**src/rtl/pipe_pkg.sv**
```systemverilog
// Shared definitions for the generic inter-stage pipeline register:
// NOP encoding, control priority and the saturating T_new decrement.
package pipe_pkg;

   localparam logic [31:0] NOP_INS = 32'h0000_0000;
   localparam int TNEW_W_DEF = 3;

   typedef enum logic [1:0] {
      CTL_FLUSH,
      CTL_HOLD,
      CTL_BUBBLE,
      CTL_LOAD
   } ctl_e;

   // Flush beats hold, hold beats bubble, anything beats a plain load.
   function automatic ctl_e ctl_decode(input logic flush, input logic hold, input logic bubble);
      if (flush)
         return CTL_FLUSH;
      else if (hold)
         return CTL_HOLD;
      else if (bubble)
         return CTL_BUBBLE;
      else
         return CTL_LOAD;
   endfunction

   function automatic logic [31:0] tnew_sat_dec(input logic [31:0] tnew, input logic [31:0] dec);
      return (tnew >= dec) ? (tnew - dec) : 32'd0;
   endfunction

endpackage

```
**src/rtl/pipe_stage_reg_sat_counter.sv**
```systemverilog
// Saturating up-counter with a synchronous clear that wins over increment.
module sat_counter #(
   parameter int W = 16
) (
   input  logic         clk,
   input  logic         reset,
   input  logic         inc,
   input  logic         clr,
   output logic [W-1:0] count
);

   logic [W-1:0] count_d;
   logic [W-1:0] count_q;

   always_comb begin
      count_d = count_q;
      if (clr)
         count_d = '0;
      else if (inc && (count_q != {W{1'b1}}))
         count_d = count_q + 1'b1;
   end

   always_ff @(posedge clk or negedge reset) begin
      if (!reset)
         count_q <= '0;
      else
         count_q <= count_d;
   end

   assign count = count_q;

endmodule

```
**src/rtl/pipe_stage_reg.sv**
```systemverilog
// Generic pipeline register between MIPS stages with hold, bubble and flush,
// plus a saturating counter of inserted bubbles.
module pipe_stage_reg
   import pipe_pkg::*;
#(
   parameter int PAYLOAD_W         = 128,
   parameter int TNEW_W            = TNEW_W_DEF,
   parameter int TNEW_DEC          = 1,
   parameter bit KEEP_PC_ON_BUBBLE = 1'b1,
   parameter int CNT_W             = 16
) (
   input  logic                 clk,
   input  logic                 reset,
   input  logic                 hold,
   input  logic                 bubble,
   input  logic                 flush,
   input  logic                 cnt_clr,
   input  logic                 in_valid,
   input  logic [31:0]          in_ins,
   input  logic [31:0]          in_pc,
   input  logic                 in_bd,
   input  logic [TNEW_W-1:0]    in_tnew,
   input  logic [PAYLOAD_W-1:0] in_payload,
   output logic                 out_valid,
   output logic [31:0]          out_ins,
   output logic [31:0]          out_pc,
   output logic                 out_bd,
   output logic [TNEW_W-1:0]    out_tnew,
   output logic [PAYLOAD_W-1:0] out_payload,
   output logic [CNT_W-1:0]     bubble_cnt
);

   ctl_e                 ctl;
   logic                 valid_d,   valid_q;
   logic [31:0]          ins_d,     ins_q;
   logic [31:0]          pc_d,      pc_q;
   logic                 bd_d,      bd_q;
   logic [TNEW_W-1:0]    tnew_d,    tnew_q;
   logic [PAYLOAD_W-1:0] payload_d, payload_q;

   always_comb begin
      ctl       = ctl_decode(flush, hold, bubble);
      valid_d   = valid_q;
      ins_d     = ins_q;
      pc_d      = pc_q;
      bd_d      = bd_q;
      tnew_d    = tnew_q;
      payload_d = payload_q;
      case (ctl)
         CTL_FLUSH: begin
            valid_d   = 1'b0;
            ins_d     = '0;
            pc_d      = '0;
            bd_d      = 1'b0;
            tnew_d    = '0;
            payload_d = '0;
         end
         CTL_HOLD: begin
         end
         // A bubble keeps PC/BD so a later exception still reports the right EPC.
         CTL_BUBBLE: begin
            valid_d   = 1'b0;
            ins_d     = NOP_INS;
            pc_d      = KEEP_PC_ON_BUBBLE ? in_pc : 32'd0;
            bd_d      = KEEP_PC_ON_BUBBLE ? in_bd : 1'b0;
            tnew_d    = '0;
            payload_d = '0;
         end
         CTL_LOAD: begin
            valid_d   = in_valid;
            ins_d     = in_ins;
            pc_d      = in_pc;
            bd_d      = in_bd;
            tnew_d    = in_valid ? TNEW_W'(tnew_sat_dec(32'(in_tnew), 32'(TNEW_DEC))) : '0;
            payload_d = in_payload;
         end
      endcase
   end

   always_ff @(posedge clk or negedge reset) begin
      if (!reset) begin
         valid_q   <= 1'b0;
         ins_q     <= '0;
         pc_q      <= '0;
         bd_q      <= 1'b0;
         tnew_q    <= '0;
         payload_q <= '0;
      end else begin
         valid_q   <= valid_d;
         ins_q     <= ins_d;
         pc_q      <= pc_d;
         bd_q      <= bd_d;
         tnew_q    <= tnew_d;
         payload_q <= payload_d;
      end
   end

   sat_counter #(.W(CNT_W)) u_bubble_cnt (
      .clk   (clk),
      .reset (reset),
      .inc   (ctl == CTL_BUBBLE),
      .clr   (cnt_clr),
      .count (bubble_cnt)
   );

   assign out_valid   = valid_q;
   assign out_ins     = ins_q;
   assign out_pc      = pc_q;
   assign out_bd      = bd_q;
   assign out_tnew    = tnew_q;
   assign out_payload = payload_q;

endmodule
```
**config.mk**
```make
export PLATFORM = sky130hd
export DESIGN_NAME = pipe_stage_reg
export DESIGN_NICKNAME = d
export VERILOG_FILES = /design/src/rtl/pipe_pkg.sv /design/src/rtl/pipe_stage_reg_sat_counter.sv /design/src/rtl/pipe_stage_reg.sv
export SDC_FILE = /design/constraint.sdc
export NUM_CORES = 1
export LEC_CHECK = 0
export ABC_AREA = 1
export CAP_MARGIN = 20
export CORE_AREA = 2 2 159 161
export DETAILED_ROUTE_END_ITERATION = 8
export DIE_AREA = 0 0 161 163
export GPL_ROUTABILITY_DRIVEN = 0
export PLACE_DENSITY_LB_ADDON = 0.2
export SLEW_MARGIN = 20
export SYNTH_ARGS = -nofsm -noshare
export SYNTH_HDL_FRONTEND = slang
export SYNTH_SLANG_ARGS = --single-unit
```
**constraint.sdc**
```tcl
create_clock -name clk -period 2.6 [get_ports clk]
set_input_delay 0.26 -clock clk [delete_from_list [all_inputs] [get_ports clk]]
set_output_delay 0.26 -clock clk [all_outputs]
set_load 0.03 [all_outputs]
```
==> impl_metrics.env, run 1 <==
export IMPL_drive_gt1_share_pct=6.227
export IMPL_cts_sinks=213
export IMPL_report_final_slew_viol_count=0
export IMPL_drt_iter0_markers=651
export IMPL_antenna_found_initial=0
export IMPL_grt_pass1_wl_um=43440
export IMPL_crit_required_ns=2.34
export IMPL_area_delta_synth_final_pct=63.20
export IMPL_rsz0062_at_grt="false"
export IMPL_path_class="reg -> out"
export IMPL_slowest_delay_ns=0.74
export IMPL_synth_area_leader_cell="dfrtp_1"
export IMPL_fill_cells=2135
export IMPL_synth_edf_count=0
export IMPL_vias=7527
export IMPL_crit_path_start_kind="register"
export IMPL_setup_violations=0
export IMPL_p_comb_share_pct=15.2
export IMPL_fin_ws_ns=0.6206
export IMPL_seqPwrFrac_pct=42.9
export IMPL_final_antenna_net_count=0
export IMPL_status="complete, no violations"
export IMPL_synth_seq_cells=213
export IMPL_rr_worst_depth=9
export IMPL_synth_xor_area_share_pct=0.3115
export IMPL_grt_pass1_vias=7698
export IMPL_tightest_slew_ns=0.6454
export IMPL_path_cells="clkdlybuf4s50_1"
export IMPL_start_util_pct=34.18
export IMPL_hold_ws_ns=0.1124
export IMPL_synth_area_um2=8434
export IMPL_cts_tree="done"
export IMPL_insertion_delay_ns=0.52
export IMPL_max_freq_mhz=505.2
export IMPL_timing_max_cap_violations=0
export IMPL_p_int_uw=6126
export IMPL_hpwl_um=18740
export IMPL_grt_start_max_net_pins=117
export IMPL_end_kind="output pin"
export IMPL_leakage_uw=0.005945
export IMPL_drt_total_wl_um=27830
export IMPL_die_w_um=161
export IMPL_cts_buffer_depth=3
export IMPL_yosys_top_cells_area="dfrtp_1 63%, a32o_1 19%, nand2_1 6.0%"
export IMPL_grt_usage_pct=20.53
export IMPL_htreeDepth=1
export IMPL_firstDrtPassIters=7
export IMPL_cts_resized=0
export IMPL_seq_area_frac_synth_pct=63.20
export IMPL_yosys_top_cells_count="213 x dfrtp_1, 160 x a32o_1, 134 x nand2_1, 54 x nand3_1, 30 x clkbuf_1"
export IMPL_power_density_nw_per_um2=594.7
export IMPL_yosysMostFrequentCell="dfrtp_1"
export IMPL_syn_area_per_cell_um2=12.07
export IMPL_yosys_area_share_adder_pct=0.4450
export IMPL_cp_buffers_inverters=1
export IMPL_synth_top_family_by_area="compound AO/OA/AOI/OAI gates"
export IMPL_hp_class="in -> reg"
export IMPL_synthSimpleGateAreaFrac_pct=12.11
export IMPL_synth_flop_cell="dfrtp_1"
export IMPL_wire_per_inst_um=19.35
export IMPL_core_um2=24670
export IMPL_hold_depth=3
export IMPL_muxShareOfSynthArea_pct=0
export IMPL_dp_slack_ns=0.6118
export IMPL_synth_nets=905
export IMPL_clkPwrFrac_pct=41.9
export IMPL_slew_headroom_pct=56.98
export IMPL_clkTransAtPathRegs_ns=0.06
export IMPL_num_io_pins=416
export IMPL_ir_worst_vdd_mv=0.4688
export IMPL_antenna_cells=0
export IMPL_cts_made_buffers=25
export IMPL_finalWorstPathRequiredPeriod_ns=1.979
export IMPL_via_per_inst=5.234
export IMPL_remaining_drc_errors=0
export IMPL_timing_final_crit_share_pct=76.13
export IMPL_syn_instance_count=699
export IMPL_place_area_um2=12950
export IMPL_die_height_um=163
export IMPL_ys_types=24
export IMPL_dieArea_um2=26240
export IMPL_crit_slowest_cell="clkdlybuf4s50_1"
export IMPL_cpLargestDelayFamily="buffers and inverters"
export IMPL_cts_root_buf="clkbuf_16"
export IMPL_yosys_warnings=0
export IMPL_arrival_ns=1.72
export IMPL_port_buffer_count=415
export IMPL_synth_top_area_share_pct=63.20
export IMPL_crit_fanout=6
export IMPL_num_rows=58
export IMPL_hold_viol_final=0
export IMPL_synthArstFlopShare_pct=100.0
export IMPL_cp_num_cells=1
export IMPL_fin_skew_ns=0.004173
export IMPL_fin_nets=1299
export IMPL_grt_overflow=0
export IMPL_switchingPower_uw=2060
export IMPL_final_util_pct=55.79
export IMPL_p_sw_share_pct=25.16
export IMPL_design_area_um2=13760
export IMPL_fin_tns_setup_ns=0
export IMPL_synth_compound_area_share_pct=19.58
tightest hold or removal path, stage by stage:
cell and delay (ns):
buf_6 0.17, nand3_1 0.10, nand2_1 0.05
cells by family (layout without fill, tap and decap cells):
logic type / Yosys count / in the layout
AO/OA/AOI/OAI: 170 / 170
XOR/XNOR: 3 / 3
adder cells (fa/ha/maj): 3 / 3
buffers and inverters: 85 / 494
flip-flops: 213 / 213
AND/OR/NAND/NOR: 225 / 225
placed cells by master (no fill, tap or decap), types with 5 or more instances in the layout:
cell type        instances
clkbuf_8                 6
dfrtp_1                213
nand4_1                  9
nor2_4                   5
clkinv_2                 6
inv_1                   17
clkbuf_16               25
a32o_1                 160
nor2_1                  15
nand2_1                134
nand3_1                 54
buf_12                   9
buf_4                    8
clkdlybuf4s50_1        413
registers in the layout, indices dropped and copies added (netlist names):
| register | flops |
|---|---|
| u_bubble_cnt.count | 16 |
| out_valid | 1 |
| out_bd | 1 |
| out_ins | 32 |
| out_pc | 32 |
| out_payload | 128 |
| out_tnew | 3 |
worst paths after layout:
path / startpoint / end / slack [ns]
min: hold / out_pc[19]$_DFFE_PN0P_ / 0.11
max: u_bubble_cnt.count[12]$_DFFE_PN0P_ / bubble_cnt[12] / 0.62
min reg2reg: out_pc[9]$_DFFE_PN0P_ / out_pc[9]$_DFFE_PN0P_ / 0.51
min in group asynchronous: reset / out_pc[18]$_DFFE_PN0P_ / 0.32
max reg2reg: u_bubble_cnt.count[0]$_DFFE_PN0P_ / u_bubble_cnt.count[9]$_DFFE_PN0P_ / 0.85
max in group asynchronous: reset / out_payload[77]$_DFFE_PN0P_ / 1.50
stage by stage:
| stage | total power, µW | cells |
|---|---|---|
| final | 8186 | 1438 |
| after global routing | 8540 | 1438 |
| after CTS | 8311 | 1438 |
| after detailed placement | 4820 | 1395 |
| after global placement | 4815 | 1395 |
| after floorplan | 4071 | 699 |
cell type report:
type | instances | area [µm²] | area share, %
Sequential cell | 213 | 5330 | 38.72
Multi-Input combinational cell | 401 | 2736 | 19.88
Timing Repair Buffer | 433 | 4409 | 32.03
Inverter | 19 | 76.32 | 0.5545
Clock buffer | 34 | 709.4 | 5.154
Tap cell | 330 | 412.9 | 3.000
Clock inverter | 8 | 90.09 | 0.6545
metal layers:
| metal | vias to the layer above | GRT usage, % | wire, µm |
|---|---|---|---|
| met1 | 3721 | 26.32 | 11040 |
| met3 | 47 | 6.723 | 2622 |
| met4 | 0 | 6.899 | 826 |
| met2 | 353 | 32.93 | 13340 |
| li1 | 3406 | - | - |
| met5 | - | 0 | 0 |
power groups by stage:
stage | Sequential [µW] | Combinational (µW) | Clock [µW]
finish | 3510 | 1240 | 3430
global route | 3530 | 1320 | 3690
CTS | 3510 | 1260 | 3540
detailed placement | 3570 | 1250 | 0
global placement | 3560 | 1250 | 0
floorplan | 3820 | 253 | 0
repair_timing:
item | 4_1_cts | 5_1_grt
endpoints found under the hold margin | 64 | 0
buffers inserted | 0 | 0
hold buffers | 1 | 0
endpoints found under the setup margin | 0 | 0
Note: power is estimated with default switching activity, not from simulation.
==> run 2: changes to the inputs <==
- CORE_AREA: 2 2 159 161 -> 2 2 160 162
- DIE_AREA: 0 0 161 163 -> 0 0 162 164
- clock period: 2.6 -> 2 ns (I/O delays scaled with it)
==> impl_metrics.env, run 2 (same netlist as run 1, synthesis figures left out) <==
export IMPL_grt_usage_pct=20.51
export IMPL_crit_path_start_kind="register"
export IMPL_largest_reg_flops=128
export IMPL_antenna_found_initial=1
export IMPL_timing_max_cap_violations=0
export IMPL_cts_buffer_depth=3
export IMPL_ir_worst_vdd_mv=0.6640
export IMPL_leakage_uw=0.006034
export IMPL_final_antenna_net_count=0
export IMPL_antenna_cells=0
export IMPL_crit_fanout=6
export IMPL_slowest_delay_ns=0.75
export IMPL_fin_skew_ns=0.002369
export IMPL_slew_headroom_pct=65.46
export IMPL_firstDrtPassIters=4
export IMPL_cts_resized=0
export IMPL_die_w_um=162
export IMPL_htreeDepth=1
export IMPL_drt_iter0_markers=490
export IMPL_final_common_cell="clkdlybuf4s50_1"
export IMPL_report_final_slew_viol_count=0
export IMPL_path_cells="clkdlybuf4s50_1"
export IMPL_hpwl_um=19550
export IMPL_vias=7538
export IMPL_cp_buffers_inverters=1
export IMPL_drt_total_wl_um=28120
export IMPL_wire_per_inst_um=19.40
export IMPL_num_rows=58
export IMPL_max_freq_mhz=522.9
export IMPL_final_util_pct=56.21
export IMPL_hold_ws_ns=0.2192
export IMPL_core_um2=24820
export IMPL_cts_made_buffers=24
export IMPL_post_cts_setup_buffers=0
export IMPL_arrival_ns=1.71
export IMPL_grt_overflow=0
export IMPL_status="complete, no violations"
export IMPL_cpLargestDelayFamily="buffers and inverters"
export IMPL_end_kind="output pin"
export IMPL_fin_nets=1311
export IMPL_dieArea_um2=26570
export IMPL_port_buffer_count=415
export IMPL_hold_viol_final=0
export IMPL_remaining_drc_errors=0
export IMPL_fill_cells=2144
export IMPL_setup_violations=0
export IMPL_power_density_nw_per_um2=761.8
export IMPL_fin_ws_ns=0.08771
export IMPL_cts_root_buf="clkbuf_16"
export IMPL_hp_class="in -> reg"
export IMPL_grt_pass1_vias=7709
export IMPL_cts_tree="done"
export IMPL_cts_sinks=213
export IMPL_area_delta_synth_final_pct=65.41
export IMPL_finalWorstPathRequiredPeriod_ns=1.912
export IMPL_die_height_um=164
export IMPL_start_util_pct=33.98
export IMPL_rsz0062_at_grt="false"
export IMPL_crit_required_ns=1.80
export IMPL_fin_tns_setup_ns=0
export IMPL_grt_pass1_wl_um=43680
export IMPL_num_io_pins=416
export IMPL_tightest_slew_ns=0.5182
export IMPL_final_cell_mix="413 x clkdlybuf4s50_1, 213 x dfrtp_1, 160 x a32o_1, 134 x nand2_1, 54 x nand3_1"
export IMPL_timing_final_crit_share_pct=95.61
export IMPL_hold_buffers=1
export IMPL_clkTransAtPathRegs_ns=0.06
export IMPL_p_total_uw=10630
export IMPL_drive_gt1_share_pct=7.321
export IMPL_via_per_inst=5.199
export IMPL_grt_start_max_net_pins=110
export IMPL_crit_slowest_cell="clkdlybuf4s50_1"
export IMPL_insertion_delay_ns=0.51
export IMPL_path_class="reg -> out"
export IMPL_dp_slack_ns=0.2410
run 2: power by group:
group	leakage (µW)	internal, µW	total [µW]	switching [µW]
clock network	0.000400	2690	4410	1720
logic	0.00274	808	1650	846
registers	0.00290	4470	4560	92.0
run 2: worst register-to-register path: cells and delay by family (launching register included):
family        cells  cell delay [ns]
fa+ha+maj         1             0.23
buf+inv           1             0.15
flops             1             0.40
simple gates      8             0.92
run 2: final timing paths:
path	start	to	slack, ns	cells past startpoint
worst max-delay path	u_bubble_cnt.count[9]$_DFFE_PN0P_	bubble_cnt[9]	0.09	1
max in group asynchronous	reset	out_payload[62]$_DFFE_PN0P_	1.08	3
worst max register to register	u_bubble_cnt.count[0]$_DFFE_PN0P_	u_bubble_cnt.count[2]$_DFFE_PN0P_	0.25	10
worst min-delay path	in_pc[2]	out_pc[2]$_DFFE_PN0P_	0.22	3
worst min register to register	out_pc[30]$_DFFE_PN0P_	out_pc[30]$_DFFE_PN0P_	0.51	2
min in group asynchronous	reset	out_pc[4]$_DFFE_PN0P_	0.23	2
run 2: layout make-up:
cell class                 count  area [µm²]  area share (%)
clock buffer                  36       747.0           5.354
sequential                   213        5330           38.21
clock inverter                 5       53.80          0.3856
multi-input combinational    401        2736           19.61
timing repair buffer         446        4594           32.93
tap                          330       412.9           2.960
inverter                      19       76.32          0.5471
run 2: metrics by stage:
step,std cells,area (µm²)
2_1_floorplan,699,8434
3_3_place_gp,1408,13140
3_5_place_dp,1408,13140
4_1_cts,1450,13950
5_1_grt,1450,13950
6_report,1450,13950
run 2: per-layer routing:
layer / vias to the layer above / wire length, µm / GRT usage, %
met1: 3736 / 11170 / 25.48
met5: - / 11 / 0
met4: 2 / 529 / 4.988
met2: 334 / 13650 / 34.78
li1: 3430 / - / -
met3: 36 / 2759 / 6.692
